$ cat src/rtl/maxnet_seq_ctrl_if.sv
// Handshake and datapath-control bundle between the Maxnet sequencer
// and its surroundings (start/done, memory, activation and stage controls).
interface maxnet_seq_ctrl_if #(
    parameter int N   = 4,
    parameter int AW  = 2,
    parameter int ITW = 4
);
    logic          start;
    logic [N-1:0]  nz_vec;
    logic [AW-1:0] mem_addr;
    logic          mem_rd;
    logic          act_sel;
    logic [N-1:0]  act_ld;
    logic          mul_en;
    logic          sum1_en;
    logic          sum2_en;
    logic          busy;
    logic          done;
    logic [AW-1:0] winner;
    logic          winner_valid;
    logic [ITW-1:0] iter_cnt;
    logic          timeout;

    modport slave (
        input  start, nz_vec,
        output mem_addr, mem_rd, act_sel, act_ld,
        output mul_en, sum1_en, sum2_en, busy, done,
        output winner, winner_valid, iter_cnt, timeout
    );

    modport master (
        output start, nz_vec,
        input  mem_addr, mem_rd, act_sel, act_ld,
        input  mul_en, sum1_en, sum2_en, busy, done,
        input  winner, winner_valid, iter_cnt, timeout
    );
endinterface

$ cat src/rtl/maxnet_seq_ctrl.sv
// Maxnet sequencer: loads N activations, iterates inhibition until one survivor.
// Optional MAXNET_PRECHECK_EN: check survivors right after LOAD, before iterating.
module maxnet_seq_ctrl #(
    parameter int N        = 4,
    parameter int AW       = 2,
    parameter int MAX_ITER = 15,
    parameter int ITW      = 4
) (
    input  logic clk,
    input  logic rst,
    maxnet_seq_ctrl_if.slave bus
);

    typedef enum logic [2:0] {
        S_IDLE, S_LOAD, S_MUL, S_SUM1,
        S_SUM2, S_UPDATE, S_CHECK, S_DONE
    } state_t;

    state_t         r_state;
    state_t         w_next;
    logic [AW-1:0]  r_ld_cnt;
    logic [ITW-1:0] r_iter;
    logic [AW-1:0]  r_winner;
    logic           r_wvalid;
    logic           r_timeout;
    logic [AW:0]    w_pop;
    logic [AW-1:0]  w_idx;
    logic           w_last_ld;
    logic           w_at_max;

    always_comb begin
        w_pop = '0;
        w_idx = '0;
        for (int i = 0; i < N; i++) begin
            w_pop = w_pop + {{AW{1'b0}}, bus.nz_vec[i]};
            if (bus.nz_vec[i]) w_idx = AW'(i);
        end
    end

    assign w_last_ld = (r_ld_cnt == AW'(N - 1));
    assign w_at_max  = (r_iter == ITW'(MAX_ITER));

    always_comb begin
        w_next = S_IDLE;
        case (r_state)
            S_IDLE:   w_next = bus.start ? S_LOAD : S_IDLE;
`ifdef MAXNET_PRECHECK_EN
            S_LOAD:   w_next = w_last_ld ? S_CHECK : S_LOAD;
`else
            S_LOAD:   w_next = w_last_ld ? S_MUL : S_LOAD;
`endif
            S_MUL:    w_next = S_SUM1;
            S_SUM1:   w_next = S_SUM2;
            S_SUM2:   w_next = S_UPDATE;
            S_UPDATE: w_next = S_CHECK;
            S_CHECK: begin
                if (w_pop <= 1 || w_at_max) w_next = S_DONE;
                else                        w_next = S_MUL;
            end
            S_DONE:   w_next = S_IDLE;
            default:  w_next = S_IDLE;
        endcase
    end

    // Moore decode: every control depends on the state register only
    always_comb begin
        bus.mem_addr = '0;
        bus.mem_rd   = 1'b0;
        bus.act_sel  = 1'b0;
        bus.act_ld   = '0;
        bus.mul_en   = 1'b0;
        bus.sum1_en  = 1'b0;
        bus.sum2_en  = 1'b0;
        bus.busy     = (r_state != S_IDLE);
        bus.done     = 1'b0;
        case (r_state)
            S_LOAD: begin
                bus.mem_rd   = 1'b1;
                bus.mem_addr = r_ld_cnt;
                bus.act_ld   = N'(1) << r_ld_cnt;
            end
            S_MUL:  bus.mul_en  = 1'b1;
            S_SUM1: bus.sum1_en = 1'b1;
            S_SUM2: begin
                bus.sum2_en = 1'b1;
                bus.act_sel = 1'b1;
            end
            S_UPDATE: begin
                bus.act_ld  = '1;
                bus.act_sel = 1'b1;
            end
            S_DONE:  bus.done = 1'b1;
            default: ;
        endcase
    end

    always_ff @(posedge clk or posedge rst) begin
        if (rst) begin
            r_state   <= S_IDLE;
            r_ld_cnt  <= '0;
            r_iter    <= '0;
            r_winner  <= '0;
            r_wvalid  <= 1'b0;
            r_timeout <= 1'b0;
        end else begin
            r_state <= w_next;
            case (r_state)
                S_IDLE: begin
                    if (bus.start) begin
                        r_ld_cnt  <= '0;
                        r_iter    <= '0;
                        r_timeout <= 1'b0;
                        r_wvalid  <= 1'b0;
                    end
                end
                S_LOAD: r_ld_cnt <= r_ld_cnt + 1'b1;
                S_UPDATE: begin
                    if (!w_at_max) r_iter <= r_iter + 1'b1;
                end
                S_CHECK: begin
                    if (w_pop == 1) begin
                        r_winner <= w_idx;
                        r_wvalid <= 1'b1;
                    end else if (w_pop == 0) begin
                        r_winner <= '0;
                        r_wvalid <= 1'b0;
                    end else if (w_at_max) begin
                        r_timeout <= 1'b1;
                        r_wvalid  <= 1'b0;
                    end
                end
                default: ;
            endcase
        end
    end

    assign bus.winner       = r_winner;
    assign bus.winner_valid = r_wvalid;
    assign bus.iter_cnt     = r_iter;
    assign bus.timeout      = r_timeout;

endmodule

$ cat src/flat_wrapper.sv
// flat-port wrapper written by rule: the top's interface ports become plain ports
module maxnet_seq_ctrl_flat 
#(
    parameter int N        = 4,
    parameter int AW       = 2,
    parameter int MAX_ITER = 15,
    parameter int ITW      = 4
)
  (clk, rst, bus_start, bus_nz_vec, bus_mem_addr, bus_mem_rd, bus_act_sel, bus_act_ld, bus_mul_en, bus_sum1_en, bus_sum2_en, bus_busy, bus_done, bus_winner, bus_winner_valid, bus_iter_cnt, bus_timeout);
  maxnet_seq_ctrl_if #(.N(N), .AW(AW), .ITW(ITW)) bus_i ();
  input  logic clk;
  input  logic rst;
  input wire logic [$bits(bus_i.start)-1:0] bus_start;
  input wire logic [$bits(bus_i.nz_vec)-1:0] bus_nz_vec;
  output wire logic [$bits(bus_i.mem_addr)-1:0] bus_mem_addr;
  output wire logic [$bits(bus_i.mem_rd)-1:0] bus_mem_rd;
  output wire logic [$bits(bus_i.act_sel)-1:0] bus_act_sel;
  output wire logic [$bits(bus_i.act_ld)-1:0] bus_act_ld;
  output wire logic [$bits(bus_i.mul_en)-1:0] bus_mul_en;
  output wire logic [$bits(bus_i.sum1_en)-1:0] bus_sum1_en;
  output wire logic [$bits(bus_i.sum2_en)-1:0] bus_sum2_en;
  output wire logic [$bits(bus_i.busy)-1:0] bus_busy;
  output wire logic [$bits(bus_i.done)-1:0] bus_done;
  output wire logic [$bits(bus_i.winner)-1:0] bus_winner;
  output wire logic [$bits(bus_i.winner_valid)-1:0] bus_winner_valid;
  output wire logic [$bits(bus_i.iter_cnt)-1:0] bus_iter_cnt;
  output wire logic [$bits(bus_i.timeout)-1:0] bus_timeout;
  assign bus_i.start = bus_start;
  assign bus_i.nz_vec = bus_nz_vec;
  assign bus_mem_addr = bus_i.mem_addr;
  assign bus_mem_rd = bus_i.mem_rd;
  assign bus_act_sel = bus_i.act_sel;
  assign bus_act_ld = bus_i.act_ld;
  assign bus_mul_en = bus_i.mul_en;
  assign bus_sum1_en = bus_i.sum1_en;
  assign bus_sum2_en = bus_i.sum2_en;
  assign bus_busy = bus_i.busy;
  assign bus_done = bus_i.done;
  assign bus_winner = bus_i.winner;
  assign bus_winner_valid = bus_i.winner_valid;
  assign bus_iter_cnt = bus_i.iter_cnt;
  assign bus_timeout = bus_i.timeout;
  maxnet_seq_ctrl #(.N(N), .AW(AW), .MAX_ITER(MAX_ITER), .ITW(ITW)) u_core (.clk(clk), .rst(rst), .bus(bus_i));
endmodule
$ cat config.mk
export PLATFORM = sky130hd
export DESIGN_NAME = maxnet_seq_ctrl_flat
export DESIGN_NICKNAME = d
export VERILOG_FILES = /design/src/rtl/maxnet_seq_ctrl_if.sv /design/src/rtl/maxnet_seq_ctrl.sv /design/src/flat_wrapper.sv
export SDC_FILE = /design/constraint.sdc
export NUM_CORES = 1
export LEC_CHECK = 0
export ABC_AREA = 0
export BUFFER_PORTS_ARGS = -buffer_cell sky130_fd_sc_hd__clkbuf_2
export CAP_MARGIN = 20
export CORE_ASPECT_RATIO = 0.9
export CORE_UTILIZATION = 50
export DETAILED_ROUTE_END_ITERATION = 10
export PLACE_DENSITY = 0.89
export SLEW_MARGIN = 20
export SYNTH_ARGS = -nofsm -noshare
export SYNTH_HDL_FRONTEND = slang
export SYNTH_SLANG_ARGS = --single-unit
$ cat constraint.sdc
create_clock -name clk -period 4.5 [get_ports clk]
set_clock_uncertainty 0.05 [all_clocks]
set_input_delay 0.9 -clock clk [delete_from_list [all_inputs] [get_ports clk]]
set_output_delay 0.9 -clock clk [all_outputs]
set_load 0.005 [all_outputs]
Word level (Yosys, flattened, before mapping):

Cells that the tools add are included.

* register bits: 13
* input port bits: 7
* output and inout port bits: 21
* logic and storage cells: 74

* add/sub/neg operators: 5
* magnitude comparators: 1
* eq/ne operators: 16
* shift-type cells: 1
* muxes and demuxes: 31
* reductions and logical operators: 14

Operator list (number)
* $pmux W3 S8: 1
* $pmux W4 S2: 2
* $mux W1: 15
* $mux W2: 7
* $eq A3 B3 Y1 const B: 4
* $mux W4: 2
* $ne A2 B2 Y1 const B: 4
* $reduce_bool A2 Y1: 4
* $add A3 B1 Y3: 2
* $eq A3 B1 Y1 const B: 2
* $eq A3 B2 Y1 const B: 2
* $logic_not A3 Y1: 2
* $reduce_and A3 Y1: 2
* $reduce_and A5 Y1: 1
* $add A4 B1 Y4 const B: 1
* $eq A4 B4 Y1 const B: 1
* $ne A4 B1 Y1 const B: 1
* $pmux W1 S2: 2
* $pmux W2 S2: 1
* $reduce_and A2 Y1: 2
* $shl A1 B2 Y4 const A: 1
* $le A3 B1 Y1 const B: 1
* $mux W3: 1
* $reduce_bool A3 Y1: 1
* other kinds (6): 6

Logic depth before layout (Yosys ltp):

Gate-level depths: netlist (run 1).

* depth in word-level cells: 7
* gate-level depth with buffers: 8

Worst setup path before layout (run 1):

Ideal clock, no wire load.

* kind: input-to-reg
* start point: in bus_nz_vec[0]
* end point: reg u_core.r_timeout (netlist: u_core.bus.timeout)
* setup time: 0.126 ns
* arrival time: 2.400 ns
* required time: 4.324 ns
* slack: 1.924 ns
* stages on the path: 8
* buffers on the path: 0
* path through: ha_1 > inv_1 > fa_1 > inv_1 > ha_1 > nor3_1 > a2111oi_0 > o32a_1

* cells in the longest elaborated chain, start to end: 6
* elaborated cells on any way between the ends: 8
* those cells by class: add/sub (3); eq/ne (3); reduce/logical (2)

RTL lines
* start, declared: line flat_wrapper.sv:14 `input wire logic [$bits(bus_i.nz_vec)-1:0] bus_nz_vec;`
* $add A1 B1 Y2 (*): line maxnet_seq_ctrl.sv:35 `w_pop = w_pop + {{AW{1'b0}}, bus.nz_vec[i]};`
* $add A3 B1 Y3 (*) (2 in series): line maxnet_seq_ctrl.sv:35
* $eq A3 B1 Y1 / $logic_not A3 Y1 (equally long branches): line maxnet_seq_ctrl.sv:121, maxnet_seq_ctrl.sv:124
* $ne A2 B2 Y1 (no source line)
* $reduce_and A5 Y1 (no source line) (*)
* end signal, assigned: line maxnet_seq_ctrl.sv:104 `r_timeout <= 1'b0;`
* end signal, assigned: line maxnet_seq_ctrl.sv:112 `r_timeout <= 1'b0;`
* end signal, assigned: line maxnet_seq_ctrl.sv:128 `r_timeout <= 1'b1;`
* end, declared: line maxnet_seq_ctrl.sv:25 `logic r_timeout;`

Mark *: on every way between the ends. The rest lies on a longest branch, timed or not.
A chain may end at the register's enable or synchronous reset.

Final worst setup path (run 1):

* start point: reg u_core.r_state[2]
* end point: out bus_mem_addr[0]

* cells in the longest elaborated chain, start to end: 2

RTL lines
* start, declared: line maxnet_seq_ctrl.sv:19 `state_t r_state;`
* start signal, assigned: line maxnet_seq_ctrl.sv:106 `r_state <= w_next;`
* $eq A3 B1 Y1: line maxnet_seq_ctrl.sv:76 `case (r_state)`
* $mux W2: line maxnet_seq_ctrl.sv:76
* end, declared: line flat_wrapper.sv:15 `output wire logic [$bits(bus_i.mem_addr)-1:0] bus_mem_addr;`

No other way between the ends.

==> run metrics, run 1 <==
top cells by area, synth dfrtp_1 35%, ha_1 12%, o21ai_0 5.9%, nor2_1 5.2%, inv_1 4.0%; Critical R2R Launch u_core.r_state[2]$_DFF_PP0_; H-tree depth 1; post_cts resized 0; Ys Warns 0; Yosys top cell by area dfrtp_1; Avg Vias per Cell 5.46; Post-synth ARST share 100%; Worst R2R Setup Slack 2.78 ns; CP Capture Type output pin; Clock Pin Slew Worst Setup and Hold Paths 0.08 ns; total power 0.642 mW; Root Buffer clkbuf_4; Synth Area per Inst 8.67 µm²; fin crit share 58.3%; setup ws final 1.88 ns; hold depth 2; post-route insts no fill 157; vias in the first global route 730; Layout area overhead 16.4%; setup TNS 0 ns; Worst-Margin Slew 0.498 ns; DR WL met3 84 µm; gate count of the mapped netlist 108; initial antenna violation count 0; EDFF count, synth 0; Worst IR Drop VDD 0.332 mV; met1 wire length 857 µm; # DRC 0; CP Launch Type flip-flop; Num Clock Sinks 13; diode count 0; Final Routed Wirelength 1.89 mm; CP Class reg -> out; Min-Delay Path Class reg -> reg; GRT Total Usage 21.6%; Slew Limit Fails 0; WL/cell 12.0 µm; core footprint 1720 µm²; sequential-to-total area share from yosys stat 34.8%; cell area after synthesis 936 µm²; Hold-fix buffers, CTS 0; Num CTS Buffers 3; Port Buffer Count 27; ANT nets after route 0; leak pwr 0.564 nW; status finished, final reports clean; first-pass GRT wire length 3.04 mm; Final Setup Violations 0; Ports 28; gpl congestion 0.826; RSZ-0062 raised after global routing false; Synth cell types 32; WL met2 917 µm; min Tclk post-route 2.62 ns; Synth top area share 34.8%; Net Count, Synth 125; Setup Buffers After CTS 0; Die ar. 2050 µm²; critical path peak fanout 19; Die Ht 43.0 µm; DRT iter0 DRCs 19; max_slew headroom 66.7%; share of layout cells above drive strength 1 24.8%; Post-Place Setup Slack 1.65 ns; hold path start u_core.bus.winner[1]$_DFFE_PP0P_; DR vias 857; MaxCap Viol Count 0; worst r2r dst u_core.bus.timeout$_DFFE_PP0P_; R2R depth 3; First-pass DRT Iterations 4; clk_lat worst skew 0.28 ns; CTS Buffer Depth 2; total gr overflow 0; hold path endpoint u_core.bus.winner[1]$_DFFE_PP0P_; largest net degree at the start of global routing 20; Detail Placement HPWL 1.44 mm; placed cell count 153; fmax 0.381 GHz; initial core utilization 54.5%; final hold violations 0; TritonCTS clock tree built; Data arrival, critical path 1.67 ns; die width 47.6 µm; Top FF cell, synth dfrtp_1; Site Rows 14; Critical Path RT 3.55 ns; pwr/cell area 589 nW/µm²; post-synthesis register bit count 13; Layout Nets 151; max layer used met4
-- power by group --
| group | switching, mW | leakage (nW) | total (mW) | internal [mW] |
|---|---|---|---|---|
| Clock | 0.0393 | 0.0150 | 0.0737 | 0.0344 |
| Sequential | 0.0881 | 0.169 | 0.254 | 0.166 |
| Combinational | 0.159 | 0.380 | 0.314 | 0.156 |
| Total | 0.286 | 0.564 | 0.642 | 0.356 |
-- placed cells by master, fill, tap and decap left out --
master / instances
nand2b_1: 2
nand2_1: 7
nand4b_1: 1
clkbuf_1: 1
ha_1: 9
fa_1: 1
nand3b_1: 2
o21ai_0: 11
clkbuf_4: 3
o31ai_1: 1
a2111oi_0: 1
and3b_1: 1
xnor2_1: 1
dfrtp_1: 13
o211ai_1: 5
nand3_1: 5
or3b_2: 1
nor3b_1: 1
and3_1: 2
a31oi_1: 2
or3_1: 2
o2bb2ai_1: 1
nor2b_1: 3
nor3_1: 1
nor2_1: 13
a21o_1: 1
or4b_4: 1
and2_4: 1
clkbuf_2: 27
inv_1: 10
o2111ai_1: 1
a21oi_1: 1
o32a_1: 1
-- through the flow --
stage	utilization (%)	cell area, µm²	hold slack, ns
2_1_floorplan	-	936	0.423
3_5_place_dp	62.0	1060	0.420
4_1_cts	63.5	1090	0.439
5_1_grt	63.5	1090	0.462
3_3_place_gp	62.0	1060	0.415
6_report	63.5	1090	0.434
-- layer usage --
layer,vias to the layer above,GRT usage (%)
met5,-,0
met4,0,10.6
met3,5,5.53
met2,26,35.6
met1,401,25.0
li1,425,-
-- synthesized netlist by cell type (all sizes together), types with 2 or more instances --
master   n
dfrtp   13
nor2    13
o21ai   11
inv     10
ha       9
nand2    7
nand3    5
o211ai   5
clkbuf   4
nor2b    3
a31oi    2
and3     2
buf      2
nand2b   2
nand3b   2
or3      2
-- registers in the layout (all words and copies together) (netlist names) --
| signal | cells |
|---|---|
| u_core.bus.winner_valid | 1 |
| u_core.r_state | 3 |
| u_core.bus.iter_cnt | 4 |
| u_core.r_ld_cnt | 2 |
| u_core.bus.winner | 2 |
| u_core.bus.timeout | 1 |
-- layout make-up --
type	count	area (µm²)
Sequential cell	13	325
Fill cell	163	627
Clock buffer	4	26.3
Multi-Input combinational cell	79	536
Timing Repair Buffer	27	135
Tap cell	24	30.0
Inverter	10	37.5
-- logic make-up (layout without fill, tap and decap cells) --
family | after synthesis | count (layout) | synth area share, %
buffers and inverters | 16 | 41 | 8.02
AO/OA/AOI/OAI | 25 | 25 | 17.2
AND/OR/NAND/NOR | 43 | 43 | 24.9
XOR/XNOR | 1 | 1 | 0.936
flip-flops | 13 | 13 | 34.8
adder cells (fa/ha/maj) | 10 | 10 | 14.2
-- worst max-delay path: stages, from the launching register on --
cell and delay [ns]:
dfrtp_1 0.56, or3b_2 0.60, nor2_1 0.11, clkbuf_2 0.12
-- worst max path at each step --
stage                                      from                                to  slack, ns
finish              u_core.r_state[2]$_DFF_PP0_                   bus_mem_addr[0]       1.88
global route                      bus_nz_vec[1]  u_core.bus.winner[0]$_DFFE_PP0P_       1.71
CTS                 u_core.r_state[2]$_DFF_PP0_                   bus_mem_addr[0]       1.87
detailed placement                bus_nz_vec[1]    u_core.bus.timeout$_DFFE_PP0P_       1.65
global placement                  bus_nz_vec[1]    u_core.bus.timeout$_DFFE_PP0P_       1.78
floorplan                         bus_nz_vec[0]    u_core.bus.timeout$_DFFE_PP0P_       1.92
(Power assumes the default switching activity.)
==> run 2, diff against run 1 <==
==> constraint.sdc (replaced) <==
create_clock -name clk -period 2.6 [get_ports clk]
set_clock_uncertainty 0.05 [all_clocks]
set_input_delay 0.52 -clock clk [delete_from_list [all_inputs] [get_ports clk]]
set_output_delay 0.52 -clock clk [all_outputs]
set_load 0.005 [all_outputs]
==> run 2 against run 1 <==
  * Die area unchanged
  * Flip-flop and latch count did not move
  * Combinational power increased by 87%
  * Clock power grew 75%
  * Power rose by 76%
  * Cell area increased by 0.69%
  * First-iteration DRC count shrank 16%
  * Largest cell class unchanged
  * Highest routed layer unchanged
==> run metrics, run 2 (same netlist as run 1, synthesis figures left out) <==
status finished, final reports clean; M2 GR Usage 36.2% (+0.55 points); Layout area overhead 17.2%; ANT nets after route 0 (unchanged); Slew Limit Fails 0 (unchanged); GRT Total Usage 22.2% (+0.62 points); CTS Buffer Depth 2 (unchanged); diode count 0 (unchanged); total gr overflow 0 (unchanged); Detail Placement HPWL 1.49 mm (+3.4%); CP Launch Type flip-flop; vias in the first global route 714 (-2.2%); Worst Setup SP u_core.r_state[0]$_DFF_PP0_; Avg Vias per Cell 5.44 (-0.29%); TritonCTS clock tree built; Root Buffer clkbuf_4; # DRC 0 (unchanged); met1 Use GR 27.7% (+2.7 points); Die Ht 43.0 µm (unchanged); grt peak-use layer met2; Port Buffer Count 27 (unchanged); max reg flops 4 (unchanged); clk_lat worst skew 0.28 ns (about the same); DR vias 860 (+0.35%); Die ar. 2050 µm² (unchanged); leak pwr 0.569 nW (+0.89%); Num CTS Buffers 3 (unchanged); fmax 0.443 GHz; CP Capture Type output pin; Setup Buffers After CTS 0 (unchanged); met3 usage 7.66% (+2.1 points); post_cts resized 0 (unchanged); Critical R2R Launch u_core.r_state[1]$_DFF_PP0_; area occupied by multi-input gates 536 µm² (unchanged); setup TNS 0 ns (unchanged); Final Setup Violations 0 (unchanged); CP Class reg -> out; critical path peak fanout 16 (-3); First-pass DRT Iterations 4 (unchanged); Num Clock Sinks 13 (unchanged); gpl congestion 0.814 (-1.4%); P_sw 0.504 mW (+76%); Min-Delay Path Class in -> async; Worst-Margin Slew 0.507 ns (+0.00873 ns); H-tree depth 1 (unchanged); die width 47.6 µm (unchanged); Final Util 63.9% (+0.44 points); Flop pwr share 36.6% (-2.9 points); Final Routed Wirelength 1.96 mm (+4.0%); FF/Latch Area 325 µm² (unchanged); initial antenna violation count 0 (unchanged); Clk network pwr share 11.4% (about the same); cell-internal power 0.626 mW (+76%); Comb pwr share 51.9% (+2.9 points); first-pass GRT wire length 3.15 mm (+3.6%); Clock Pin Slew Worst Setup and Hold Paths 0.08 ns (about the same); pwr/cell area 1030 nW/µm² (+75%); Critical Path RT 2.03 ns (-1.52 ns); core footprint 1720 µm² (unchanged); largest net degree at the start of global routing 19 (-5.0%); Worst IR Drop VDD 0.561 mV (+69%); Data arrival, critical path 1.69 ns (+0.02 ns); DRT iter0 DRCs 16 (-3); fill cell count 164 (+0.61%); Layout Nets 152 (+0.66%); Site Rows 14 (unchanged); MaxCap Viol Count 0 (unchanged); final hold violations 0 (unchanged); Hold-fix buffers, CTS 0 (unchanged); WL/cell 12.4 µm (+3.3%); max_slew headroom 66.2% (-0.58 points); RSZ-0062 raised after global routing false; min Tclk post-route 2.26 ns; fin crit share 86.8%; commonest non-fill, non-tap cell in the layout clkbuf_2; initial core utilization 54.5% (unchanged); Ports 28 (unchanged); switching portion of total power 44.6% (+0.071 points); share of layout cells above drive strength 1 25.4% (+0.56 points); most frequent cells in the layout 27 x clkbuf_2, 13 x nor2_1, 13 x dfrtp_1
==> run 2: worst max-delay path, cell delays in order, from the launching register on <==
cell and delay [ns]:
dfrtp_1 0.61, or3b_2 0.56, nor2_1 0.12, clkbuf_2 0.12
==> run 2: metal layers <==
metal  wire length (µm)  part of all wire (%)  vias to the layer above
met3                107                   5.4                        4
li1                   -                     -                      426
met4                 23                   1.2                        0
met5                  0                     0                        -
met2                984                    50                       23
met1                848                    43                      407
==> run 2: worst paths after layout <==
| kind | end | slack, ns | depth (start not counted) |
|---|---|---|---|
| setup reg to reg | u_core.bus.timeout$_DFFE_PP0P_ | 0.92 | 3 |
| max in group asynchronous | u_core.bus.winner[1]$_DFFE_PP0P_ | 1.98 | 2 |
| min in group clk | u_core.bus.winner[0]$_DFFE_PP0P_ | 0.44 | 2 |
| hold / removal | u_core.r_ld_cnt[0]$_DFFE_PP0P_ | 0.18 | 2 |
| hold reg to reg | u_core.bus.winner[0]$_DFFE_PP0P_ | 0.44 | 2 |
| setup / recovery | bus_mem_addr[0] | 0.34 | 3 |
==> run 2: layout make-up <==
class / instances / area share (%)
multi-input cells: 79 / 48.8
flip-flops and latches: 13 / 29.6
repair buffers: 28 / 13.0
inverters: 10 / 3.42
well taps: 24 / 2.74
clock buffers: 4 / 2.39
==> run 2: power by group through the flow <==
stage	sequential [mW]	clock [mW]	combinational, mW
finish	0.414	0.129	0.587
global route	0.433	0.143	0.671
CTS	0.411	0.132	0.593
detailed placement	0.416	0	0.589
global placement	0.405	0	0.564
floorplan	0.370	0	0.432
==> run 2: stage by stage <==
step	setup WS, ns	area, µm²	cells	hold slack, ns	power (mW)
global route	0.202	1100	158	0.235	1.25
floorplan	0.404	936	108	0.347	0.801
CTS	0.348	1100	158	0.199	1.14
finish	0.342	1100	158	0.184	1.13
detailed placement	0.146	1070	154	0.422	1.00
global placement	0.256	1070	154	0.415	0.969
==> run 3, diff against run 2 <==
--- a/config.mk
+++ b/config.mk
@@ -11,6 +11,7 @@
 export CORE_ASPECT_RATIO = 0.9
 export CORE_UTILIZATION = 50
 export DETAILED_ROUTE_END_ITERATION = 10
+export MAX_ROUTING_LAYER = met4
 export PLACE_DENSITY = 0.89
 export SLEW_MARGIN = 20
 export SYNTH_ARGS = -nofsm -noshare
==> run 3 against run 2 <==
  * Worst setup slack better by 0.0038 ns
  * Register-to-register slack is essentially flat
  * Combinational power hardly changed
  * Non-clock buffer count unchanged
  * Global-route usage is 0.49 points higher
  * Flip-flop and latch count is the same
  * Via count is 0.47% lower
  * First-iteration DRC count fell by 6.3%
  * Clock-buffer cell count unchanged
  * Highest routed layer unchanged
==> run metrics, run 3 (same netlist as run 1, synthesis figures left out) <==
status finished, final reports clean; Num Clock Sinks 13 (unchanged); Critical R2R Launch u_core.r_state[1]$_DFF_PP0_; initial antenna violation count 0 (unchanged); Site Rows 14 (unchanged); worst r2r dst u_core.bus.timeout$_DFFE_PP0P_; Avg Vias per Cell 5.42 (-0.47%); diode count 0 (unchanged); post_cts resized 0 (unchanged); CP Class reg -> out; DR vias 856 (-0.47%); R2R depth 3 (unchanged); FF/Latch Area 325 µm² (unchanged); Setup Buffers After CTS 0 (unchanged); H-tree depth 1 (unchanged); placed cell area 1070 µm² (unchanged); Layout Nets 152 (unchanged); Data arrival, critical path 1.68 ns (about the same); Worst-Margin Slew 0.502 ns (-0.00476 ns); die width 47.6 µm (unchanged); Ports 28 (unchanged); initial core utilization 54.5% (unchanged); clk_lat worst skew 0.28 ns (about the same); max_slew headroom 66.5% (+0.32 points); total gr overflow 0 (unchanged); Final Setup Violations 0 (unchanged); First-pass DRT Iterations 4 (unchanged); Min-Delay Path Class in -> async; area occupied by multi-input gates 536 µm² (unchanged); # DRC 0 (unchanged); RSZ-0062 raised after global routing false; CP Launch Type flip-flop; Die ar. 2050 µm² (unchanged); Num CTS Buffers 3 (unchanged); Layout area overhead 17.2% (unchanged); first-pass GRT wire length 3.13 mm (-0.45%); Hold-fix buffers, CTS 0 (unchanged); leak pwr 0.569 nW (unchanged); share of layout cells above drive strength 1 25.4% (unchanged); final hold violations 0 (unchanged); Port Buffer Count 27 (unchanged); GRT Total Usage 22.7% (+0.49 points); MaxCap Viol Count 0 (unchanged); largest net degree at the start of global routing 19 (unchanged); DRT iter0 DRCs 15 (-1); gpl congestion 0.826 (+1.5%); commonest non-fill, non-tap cell in the layout clkbuf_2; Final Routed Wirelength 1.96 mm (-0.10%); CTS Buffer Depth 2 (unchanged); most frequent cells in the layout 27 x clkbuf_2, 13 x nor2_1, 13 x dfrtp_1; TritonCTS clock tree built; pwr/cell area 1030 nW/µm² (about the same); Worst R2R Setup Slack 0.92 ns (about the same); Root Buffer clkbuf_4; fmax 0.444 GHz (+0.17%); WL/cell 12.4 µm (-0.10%); ANT nets after route 0 (unchanged); CP Capture Type output pin; core footprint 1720 µm² (unchanged); Slew Limit Fails 0 (unchanged); min Tclk post-route 2.25 ns (-0.00382 ns); vias in the first global route 715 (+0.14%); fill cell count 164 (unchanged); max reg flops 4 (unchanged); fin crit share 86.7% (-0.15 points); Detail Placement HPWL 1.49 mm (unchanged); Worst IR Drop VDD 0.560 mV (-0.21%); Clock Pin Slew Worst Setup and Hold Paths 0.08 ns (about the same); final instance area 1100 µm² (unchanged); critical path peak fanout 16 (unchanged); Die Ht 43.0 µm (unchanged); setup TNS 0 ns (unchanged); Critical Path RT 2.03 ns (about the same)
run 3: cell counts in the layout (fill, tap and decap cells not counted):
Identical to the previous run, type by type.
run 3: how the worst max path moves through the flow:
stage,to,start
floorplan,u_core.bus.timeout$_DFFE_PP0P_,bus_nz_vec[0]
global placement,u_core.bus.timeout$_DFFE_PP0P_,bus_nz_vec[1]
detailed placement,u_core.bus.timeout$_DFFE_PP0P_,bus_nz_vec[1]
CTS,bus_mem_addr[0],u_core.r_state[0]$_DFF_PP0_
global route,bus_mem_addr[0],u_core.r_state[0]$_DFF_PP0_
finish,bus_mem_addr[0],u_core.r_state[0]$_DFF_PP0_
run 3: stage by stage:
step                setup WS (ns)  instances  total power, mW  hold slack [ns]  util [%]
floorplan                   0.404        108            0.801            0.347         -
global placement            0.256        154            0.969            0.415      62.4
detailed placement          0.146        154             1.00            0.422      62.4
CTS                         0.348        158             1.14            0.199      63.9
global route                0.208        158             1.25            0.235      63.9
finish                      0.346        158             1.13            0.181      63.9
run 3: power breakdown:
part	internal [mW]	switching, mW	total (mW)
clock	0.0596	0.0701	0.130
sequential	0.287	0.126	0.414
combinational	0.280	0.307	0.586
run 3: layout make-up:
cell class	instances	share of cell area, %
repair buffers	28	13.0
clock buffers	4	2.39
flip-flops and latches	13	29.6
inverters	10	3.42
multi-input cells	79	48.8
well taps	24	2.74
run 3: layer usage:
layer | up-vias | wire [µm] | track usage [%]
met4 | 0 | 23 | 5.00
li1 | 426 | - | -
met1 | 405 | 847 | 27.5
met3 | 4 | 103 | 7.66
met5 | - | 0 | -
met2 | 21 | 987 | 36.2
run 3: critical path: stages, from the launching register on:
cell and delay [ns]:
dfrtp_1 0.61, or3b_2 0.56, nor2_1 0.12, clkbuf_2 0.12
